### src/rtl/cpu_pkg.sv
// Shared fetch-stage definitions: FSM state encoding, chip-enable and reset
// polarity constants, and default PC geometry.
package cpu_pkg;

  typedef enum logic {
    IDLE = 1'b0,
    RUN  = 1'b1
  } state_t;

  localparam logic ChipEnable  = 1'b1;
  localparam logic ChipDisable = 1'b0;
  localparam logic RstEnable   = 1'b0;

  localparam int DEF_ADDR_W     = 32;
  localparam int DEF_INST_BYTES = 4;

endpackage : cpu_pkg

### src/rtl/pc_fetch_ctrl_if.sv
// Fetch bus between the PC generator (master) and instruction memory (slave):
// address, chip-enable request and the memory's accept strobe.
interface pc_fetch_ctrl_if
  import cpu_pkg::*;
#(
  parameter int ADDR_W = DEF_ADDR_W
) ();

  logic [ADDR_W-1:0] pc_o;
  logic              ce_o;
  logic              ready_i;

  modport master (
    output pc_o,
    output ce_o,
    input  ready_i
  );

  modport slave (
    input  pc_o,
    input  ce_o,
    output ready_i
  );

endinterface : pc_fetch_ctrl_if

### src/rtl/pc_redirect_buf.sv
// One-entry pending-redirect register: holds a branch target that arrived while
// the PC could not advance, until the next accepted fetch consumes it.
module pc_redirect_buf
  import cpu_pkg::*;
#(
  parameter int ADDR_W = DEF_ADDR_W
) (
  input  logic              clk,
  input  logic              rst,
  input  logic              i_load,
  input  logic [ADDR_W-1:0] i_addr,
  input  logic              i_consume,
  input  logic              i_clear,
  output logic              o_pend,
  output logic [ADDR_W-1:0] o_addr
);

  logic              r_valid;
  logic [ADDR_W-1:0] r_addr;

  // Consume/clear win over load: a flush or an applied redirect makes any
  // simultaneous buffered target stale.
  always_ff @(posedge clk) begin
    if (rst == RstEnable) begin
      r_valid <= 1'b0;
      r_addr  <= '0;
    end else if (i_clear || i_consume) begin
      r_valid <= 1'b0;
    end else if (i_load) begin
      r_valid <= 1'b1;
      r_addr  <= i_addr;
    end
  end

  assign o_pend = r_valid;
  assign o_addr = r_addr;

endmodule : pc_redirect_buf

### src/rtl/pc_fetch_ctrl.sv
// Fetch-stage PC generator with valid/ready handshake, stall, branch redirect and
// a one-entry pending redirect. Optional exception flush when PC_EXC_EN is defined.
module pc_fetch_ctrl
  import cpu_pkg::*;
#(
  parameter int                ADDR_W     = DEF_ADDR_W,
  parameter int                INST_BYTES = DEF_INST_BYTES,
`ifdef PC_EXC_EN
  parameter logic [ADDR_W-1:0] EXC_VEC    = ADDR_W'(32'h0000_0020),
`endif
  parameter logic [ADDR_W-1:0] RESET_VEC  = '0
) (
  input  logic              clk,
  input  logic              rst,
  input  logic              stall_i,
  input  logic              branch_i,
  input  logic [ADDR_W-1:0] branch_target_i,
`ifdef PC_EXC_EN
  input  logic              flush_i,
  input  logic [ADDR_W-1:0] exc_pc_i,
`endif
  output logic              pend_o,
  pc_fetch_ctrl_if.master   bus
);

  localparam logic [ADDR_W-1:0] ALIGN_MASK = ~(ADDR_W'(INST_BYTES - 1));
  localparam logic [ADDR_W-1:0] PC_STEP    = ADDR_W'(INST_BYTES);

  state_t            r_state;
  state_t            w_state_nxt;
  logic [ADDR_W-1:0] r_pc;
  logic [ADDR_W-1:0] w_pc_nxt;
  logic [ADDR_W-1:0] w_target;
  logic              w_upd;
  logic              w_buf_load;
  logic              w_buf_consume;
  logic              w_buf_clear;
  logic              w_buf_pend;
  logic [ADDR_W-1:0] w_buf_addr;

  assign w_target = branch_target_i & ALIGN_MASK;
  assign w_upd    = (r_state == RUN) && !stall_i && bus.ready_i;

  pc_redirect_buf #(
    .ADDR_W (ADDR_W)
  ) u_redirect_buf (
    .clk       (clk),
    .rst       (rst),
    .i_load    (w_buf_load),
    .i_addr    (w_target),
    .i_consume (w_buf_consume),
    .i_clear   (w_buf_clear),
    .o_pend    (w_buf_pend),
    .o_addr    (w_buf_addr)
  );

  always_ff @(posedge clk) begin
    // NOTE: state registers use non-blocking assignments so every flop samples
    // pre-edge values regardless of statement order.
    if (rst == RstEnable) begin
      r_state <= IDLE;
      r_pc    <= RESET_VEC;
    end else begin
      r_state <= w_state_nxt;
      r_pc    <= w_pc_nxt;
    end
  end

  always_comb begin
    // NOTE: every signal driven here gets a default first, so no branch can
    // leave one unassigned and infer a latch.
    w_state_nxt   = r_state;
    w_pc_nxt      = r_pc;
    w_buf_load    = 1'b0;
    w_buf_consume = 1'b0;
    w_buf_clear   = 1'b0;
    case (r_state)
      IDLE: w_state_nxt = RUN;
      RUN: begin
`ifdef PC_EXC_EN
        if (flush_i) begin
          w_pc_nxt    = ((exc_pc_i == '0) ? EXC_VEC : exc_pc_i) & ALIGN_MASK;
          w_buf_clear = 1'b1;
        end else
`endif
        if (w_upd) begin
          // Branch is the youngest redirect, so it beats a buffered one.
          if (branch_i)        w_pc_nxt = w_target;
          else if (w_buf_pend) w_pc_nxt = w_buf_addr;
          else                 w_pc_nxt = r_pc + PC_STEP;
          w_buf_consume = 1'b1;
        end else if (branch_i) begin
          w_buf_load = 1'b1;
        end
      end
      default: w_state_nxt = IDLE;
    endcase
  end

  assign bus.pc_o = r_pc;
  assign bus.ce_o = (r_state == RUN) ? ChipEnable : ChipDisable;
  assign pend_o   = w_buf_pend;

  // An outstanding request must keep its address until memory accepts it.
`ifdef PC_EXC_EN
  a_hold_addr : assert property (@(posedge clk) disable iff (rst == RstEnable)
    (bus.ce_o && !bus.ready_i && !flush_i) |=> $stable(bus.pc_o));
`else
  a_hold_addr : assert property (@(posedge clk) disable iff (rst == RstEnable)
    (bus.ce_o && !bus.ready_i) |=> $stable(bus.pc_o));
`endif

endmodule : pc_fetch_ctrl
### src/flat_wrapper.sv
// flat-port wrapper written by rule: the top's interface ports become plain ports
module pc_fetch_ctrl_flat import cpu_pkg::*;
#(
  parameter int                ADDR_W     = DEF_ADDR_W,
  parameter int                INST_BYTES = DEF_INST_BYTES,

  parameter logic [ADDR_W-1:0] RESET_VEC  = '0
)
  (clk, rst, stall_i, branch_i, branch_target_i, pend_o, bus_pc_o, bus_ce_o, bus_ready_i);
  pc_fetch_ctrl_if #(.ADDR_W(ADDR_W)) bus_i ();
  input  logic clk;
  input  logic rst;
  input  logic stall_i;
  input  logic branch_i;
  input  logic [ADDR_W-1:0] branch_target_i;
  output logic pend_o;
  output wire logic [$bits(bus_i.pc_o)-1:0] bus_pc_o;
  output wire logic [$bits(bus_i.ce_o)-1:0] bus_ce_o;
  input wire logic [$bits(bus_i.ready_i)-1:0] bus_ready_i;
  assign bus_pc_o = bus_i.pc_o;
  assign bus_ce_o = bus_i.ce_o;
  assign bus_i.ready_i = bus_ready_i;
  pc_fetch_ctrl #(.ADDR_W(ADDR_W), .INST_BYTES(INST_BYTES), .RESET_VEC(RESET_VEC)) u_core (.clk(clk), .rst(rst), .stall_i(stall_i), .branch_i(branch_i), .branch_target_i(branch_target_i), .pend_o(pend_o), .bus(bus_i));
endmodule
### config.mk
export PLATFORM = sky130hd
export DESIGN_NAME = pc_fetch_ctrl_flat
export DESIGN_NICKNAME = d
export VERILOG_FILES = /design/src/rtl/cpu_pkg.sv /design/src/rtl/pc_fetch_ctrl_if.sv /design/src/rtl/pc_redirect_buf.sv /design/src/rtl/pc_fetch_ctrl.sv /design/src/flat_wrapper.sv
export SDC_FILE = /design/constraint.sdc
export NUM_CORES = 1
export LEC_CHECK = 0
export BUFFER_PORTS_ARGS = -buffer_cell sky130_fd_sc_hd__buf_2
export CAP_MARGIN = 40
export CORE_ASPECT_RATIO = 0.9
export CORE_UTILIZATION = 60
export DETAILED_ROUTE_END_ITERATION = 12
export HOLD_SLACK_MARGIN = 0.05
export PLACE_DENSITY = 0.86
export SLEW_MARGIN = 20
export SYNTH_ARGS = -nofsm -noshare
export SYNTH_HDL_FRONTEND = slang
export SYNTH_SLANG_ARGS = --single-unit
### constraint.sdc
create_clock -name clk -period 5.6 [get_ports clk]
set_clock_uncertainty 0.2 [all_clocks]
set_input_delay 1.68 -clock clk [delete_from_list [all_inputs] [get_ports clk]]
set_output_delay 1.68 -clock clk [all_outputs]
set_load 0.03 [all_outputs]
==> impl_metrics.py <==
metrics = {
    "critical_path": {
        "reg2reg_from": "u_core.bus.pc_o[2]",
        "path_buf_inv": 1,
        "slowest_delay_ps": 670,
        "worstPathArrival_ps": 3760,
        "cp_cell_sequence": "buf_2, nand4b_1, or3_1, or4_1, nand3_1",
        "cp_max_fo": 20,
        "crit_type": "in2reg",
        "slowest_stage": "nand4b_1",
        "regToRegEndpoint": "u_core.bus.pc_o[28]",
        "reg2reg_slack_ps": 2940,
        "end_kind": "flop",
        "worstRegToRegCells": 5,
        "cp.required_ps": 5690,
        "critPathTopFamily": "simple AND/OR/NAND/NOR gates",
        "startpoint_type": "input port",
    },
    "sta": {
        "max_freq_ghz": 0.272,
        "fin_crit_sh": 0.656,
        "period_minus_slack_ps": 3670,
        "rsz0062_at_grt": "no",
        "setup-tns-final_ps": 0,
        "finalSetupViolations": 0,
        "slew-limit-headroom": 0.502,
        "worst_pin_slew_ps": 744,
        "fin_hold_ws_ps": 255,
        "timing_hold_violations_final": 0,
        "slew_violations": 0,
        "setup_ws_ps": 1930,
    },
    "routing": {
        "drtPass1Iterations": 5,
        "wl_um": 10200,
        "drt_iter0_drc": 350,
        "wl_per_cell_um": 16.6,
        "routed_via_density": 6.48,
        "via_count": 3990,
        "drcViolationCount": 0,
        "drt.antenna.violating_nets": 0,
    },
    "grt": {
        "antenna_found_initial": 0,
        "grt_pass1_wl_um": 16700,
        "grt_overflow": 0,
        "gr-usage-all-layers": 0.335,
        "grt_pass1_vias": 3574,
        "grt_max_degree": 53,
    },
    "yosys": {
        "synth_top_family_by_area": "simple AND/OR/NAND/NOR gates",
        "ys_seq_area_frac": 0.348,
        "synth-simple-area-share": 0.302,
        "synthTopCellsByArea": "dfxtp_1 (35%), nand2_1 (12%), a21oi_1 (9.3%)",
        "netlist_area_um2": 3570,
        "yosysUniqueCellTypes": 57,
        "ys.flop_type": "dfxtp_1",
        "yosys_warnings": 0,
        "yosysTopAreaCell": "dfxtp_1",
        "synthAdderAreaFrac": 0.00350,
        "synthCells": 500,
        "synth_mux_area_frac": 0.00561,
        "synth_compound_area_frac": 0.269,
        "synth_edf_count": 0,
        "synth_xor_area_frac": 0.00736,
        "asyncSetResetFlopFracSynth": 0,
        "synth.top_cell.area_share": 0.348,
        "syn_area_per_cell_um2": 7.14,
        "ys_ff_latch": 62,
    },
    "floorplanning": {
        "dieArea_um2": 6260,
        "die_w_um": 83.3,
        "die_h_um": 75.2,
        "rows": 26,
        "initial_core_util": 0.627,
        "io_pins": 71,
        "coreArea_um2": 5690,
    },
    "finish": {
        "diodes": 0,
        "layout-drive-gt1-share": 0.176,
        "final_nets": 579,
        "syn2layout_area_growth_pct": 14.2,
    },
    "placement": {
        "io_buffers": 66,
        "place_worst_setup_slack_ps": 1560,
        "dpl.hpwl_um": 6630,
        "globalplace.congestion": 0.880,
    },
    "run": {
        "drv_cap": 0,
    },
    "power_and_ir_drop": {
        "leakage_uw": 0.00155,
        "power_density_nw_per_um2": 253,
        "ir_drop_mv": 0.220,
    },
    "clock_tree": {
        "cts_sinks": 62,
        "cts_tree": "built",
        "clk_latency_ps": 350,
        "clk_pin_slew_worst_paths_ps": 70,
        "hold_buffers": 0,
        "cts_buffers": 9,
        "cts_buffer_depth": 2,
        "root_buffer": "clkbuf_8",
        "htreeDepth": 3,
        "post_cts_resized": 0,
        "post_cts_buffers": 0,
    },
    "worst_hold_path": {
        "whs_endpoint": "u_core.u_redirect_buf.o_addr[13]",
        "hold_path_depth": 2,
        "hold_path_class": "reg2reg",
        "min_from": "u_core.u_redirect_buf.o_addr[13]",
    },
    "outcome": {
        "status": "completed",
    },
}
-- how the worst max path moves through the flow --
stage	to	cells past startpoint	startpoint	slack, ps
3_3_place_gp	u_core.bus.pc_o[27]	5	rst	1640
4_1_cts	u_core.bus.pc_o[27]	5	rst	1960
5_1_grt	u_core.bus.pc_o[27]	5	rst	1840
3_5_place_dp	u_core.bus.pc_o[27]	5	rst	1560
6_report	u_core.bus.pc_o[27]	5	rst	1930
2_1_floorplan	u_core.bus.pc_o[24]	6	branch_i	2260
-- stage by stage --
step                total power [uW]  utilization  cell area (um2)  instances
floorplan                        586            -             3570        501
global placement                 628        0.680             3870        599
detailed placement               633        0.681             3880        600
CTS                             1030        0.716             4080        616
global route                    1070        0.716             4080        616
finish                          1030        0.716             4080        616
-- layout make-up --
type / count / area (um2)
clock buffer: 12 / 155
clock inverter: 4 / 45.0
fill: 483 / 1620
inverter: 11 / 41.3
multi-input combinational: 381 / 2100
sequential: 62 / 1240
tap: 70 / 87.6
timing repair buffer: 76 / 403
-- report_power, final --
part / total, uW / switching, uW / internal (uW)
Sequential: 482 / 21.8 / 460
Combinational: 145 / 95.9 / 48.8
Clock: 403 / 175 / 228
-- registers in the layout (all words and copies together) (netlist names) --
| name | flops |
|---|---|
| u_core.bus.pc_o | 30 |
| u_core.r_state | 1 |
| u_core.u_redirect_buf.o_pend | 1 |
| u_core.u_redirect_buf.o_addr | 30 |
-- Yosys cell counts (3+ instances only) --
| master | number |
|---|---|
| a21oi_1 | 66 |
| nand4_1 | 11 |
| and3_1 | 10 |
| a31oi_1 | 9 |
| nor2_1 | 14 |
| nor2b_1 | 6 |
| o211ai_1 | 12 |
| and2_1 | 4 |
| o41ai_1 | 3 |
| a41oi_1 | 3 |
| or4_1 | 6 |
| nor3_1 | 7 |
| nor4_1 | 9 |
| nand2_1 | 110 |
| and4_1 | 5 |
| inv_1 | 10 |
| o22ai_1 | 3 |
| nand3b_1 | 6 |
| clkbuf_1 | 41 |
| xnor2_1 | 3 |
| nand2b_1 | 4 |
| o21ai_0 | 28 |
| a211oi_1 | 3 |
| or3_1 | 3 |
| nand3_1 | 14 |
| a32o_1 | 4 |
| dfxtp_1 | 62 |
-- layout by cell type, fill, tap and decap left out, types with 4 or more instances in the layout --
cell | Yosys | routed
a21oi_1 | 66 | 66
nand3_1 | 14 | 14
buf_4 | 2 | 9
dfxtp_1 | 62 | 62
and4_1 | 5 | 5
o211ai_1 | 12 | 12
inv_1 | 10 | 10
buf_2 | 2 | 67
nor2_1 | 14 | 14
a32o_1 | 4 | 4
and2_1 | 4 | 4
clkbuf_8 | 0 | 11
nor3_1 | 7 | 7
nand2b_1 | 4 | 4
or4_1 | 6 | 6
nand2_1 | 110 | 110
o21ai_0 | 28 | 28
nor4_1 | 9 | 9
nor2b_1 | 6 | 6
nand3b_1 | 6 | 6
nand4_1 | 11 | 11
a31oi_1 | 9 | 9
and3_1 | 10 | 10
-- per-layer routing --
layer / vias to the layer above / global-route usage / share of wire / routed length (um)
li1: 1897 / - / - / -
met1: 1878 / 0.413 / 0.43 / 4340
met2: 195 / 0.562 / 0.48 / 4890
met3: 20 / 0.106 / 0.080 / 819
met4: 0 / 0.119 / 0.015 / 157
met5: - / 0 / 0 / 0
-- cells by family (layout without fill, tap and decap cells) --
group,Yosys count,in the layout
other,1,2
multiplexers,2,2
flip-flops,62,62
buffers and inverters,58,103
XOR/XNOR,3,3
AO/OA/AOI/OAI,155,155
adder cells (fa/ha/maj),1,1
AND/OR/NAND/NOR,218,218
-- worst min-delay path, cell delays in order, from the launching register on --
cell	delay (ps)
dfxtp_1	310
nand2_1	50
a21oi_1	50
No activity file was read; power rests on OpenSTA's default activity.
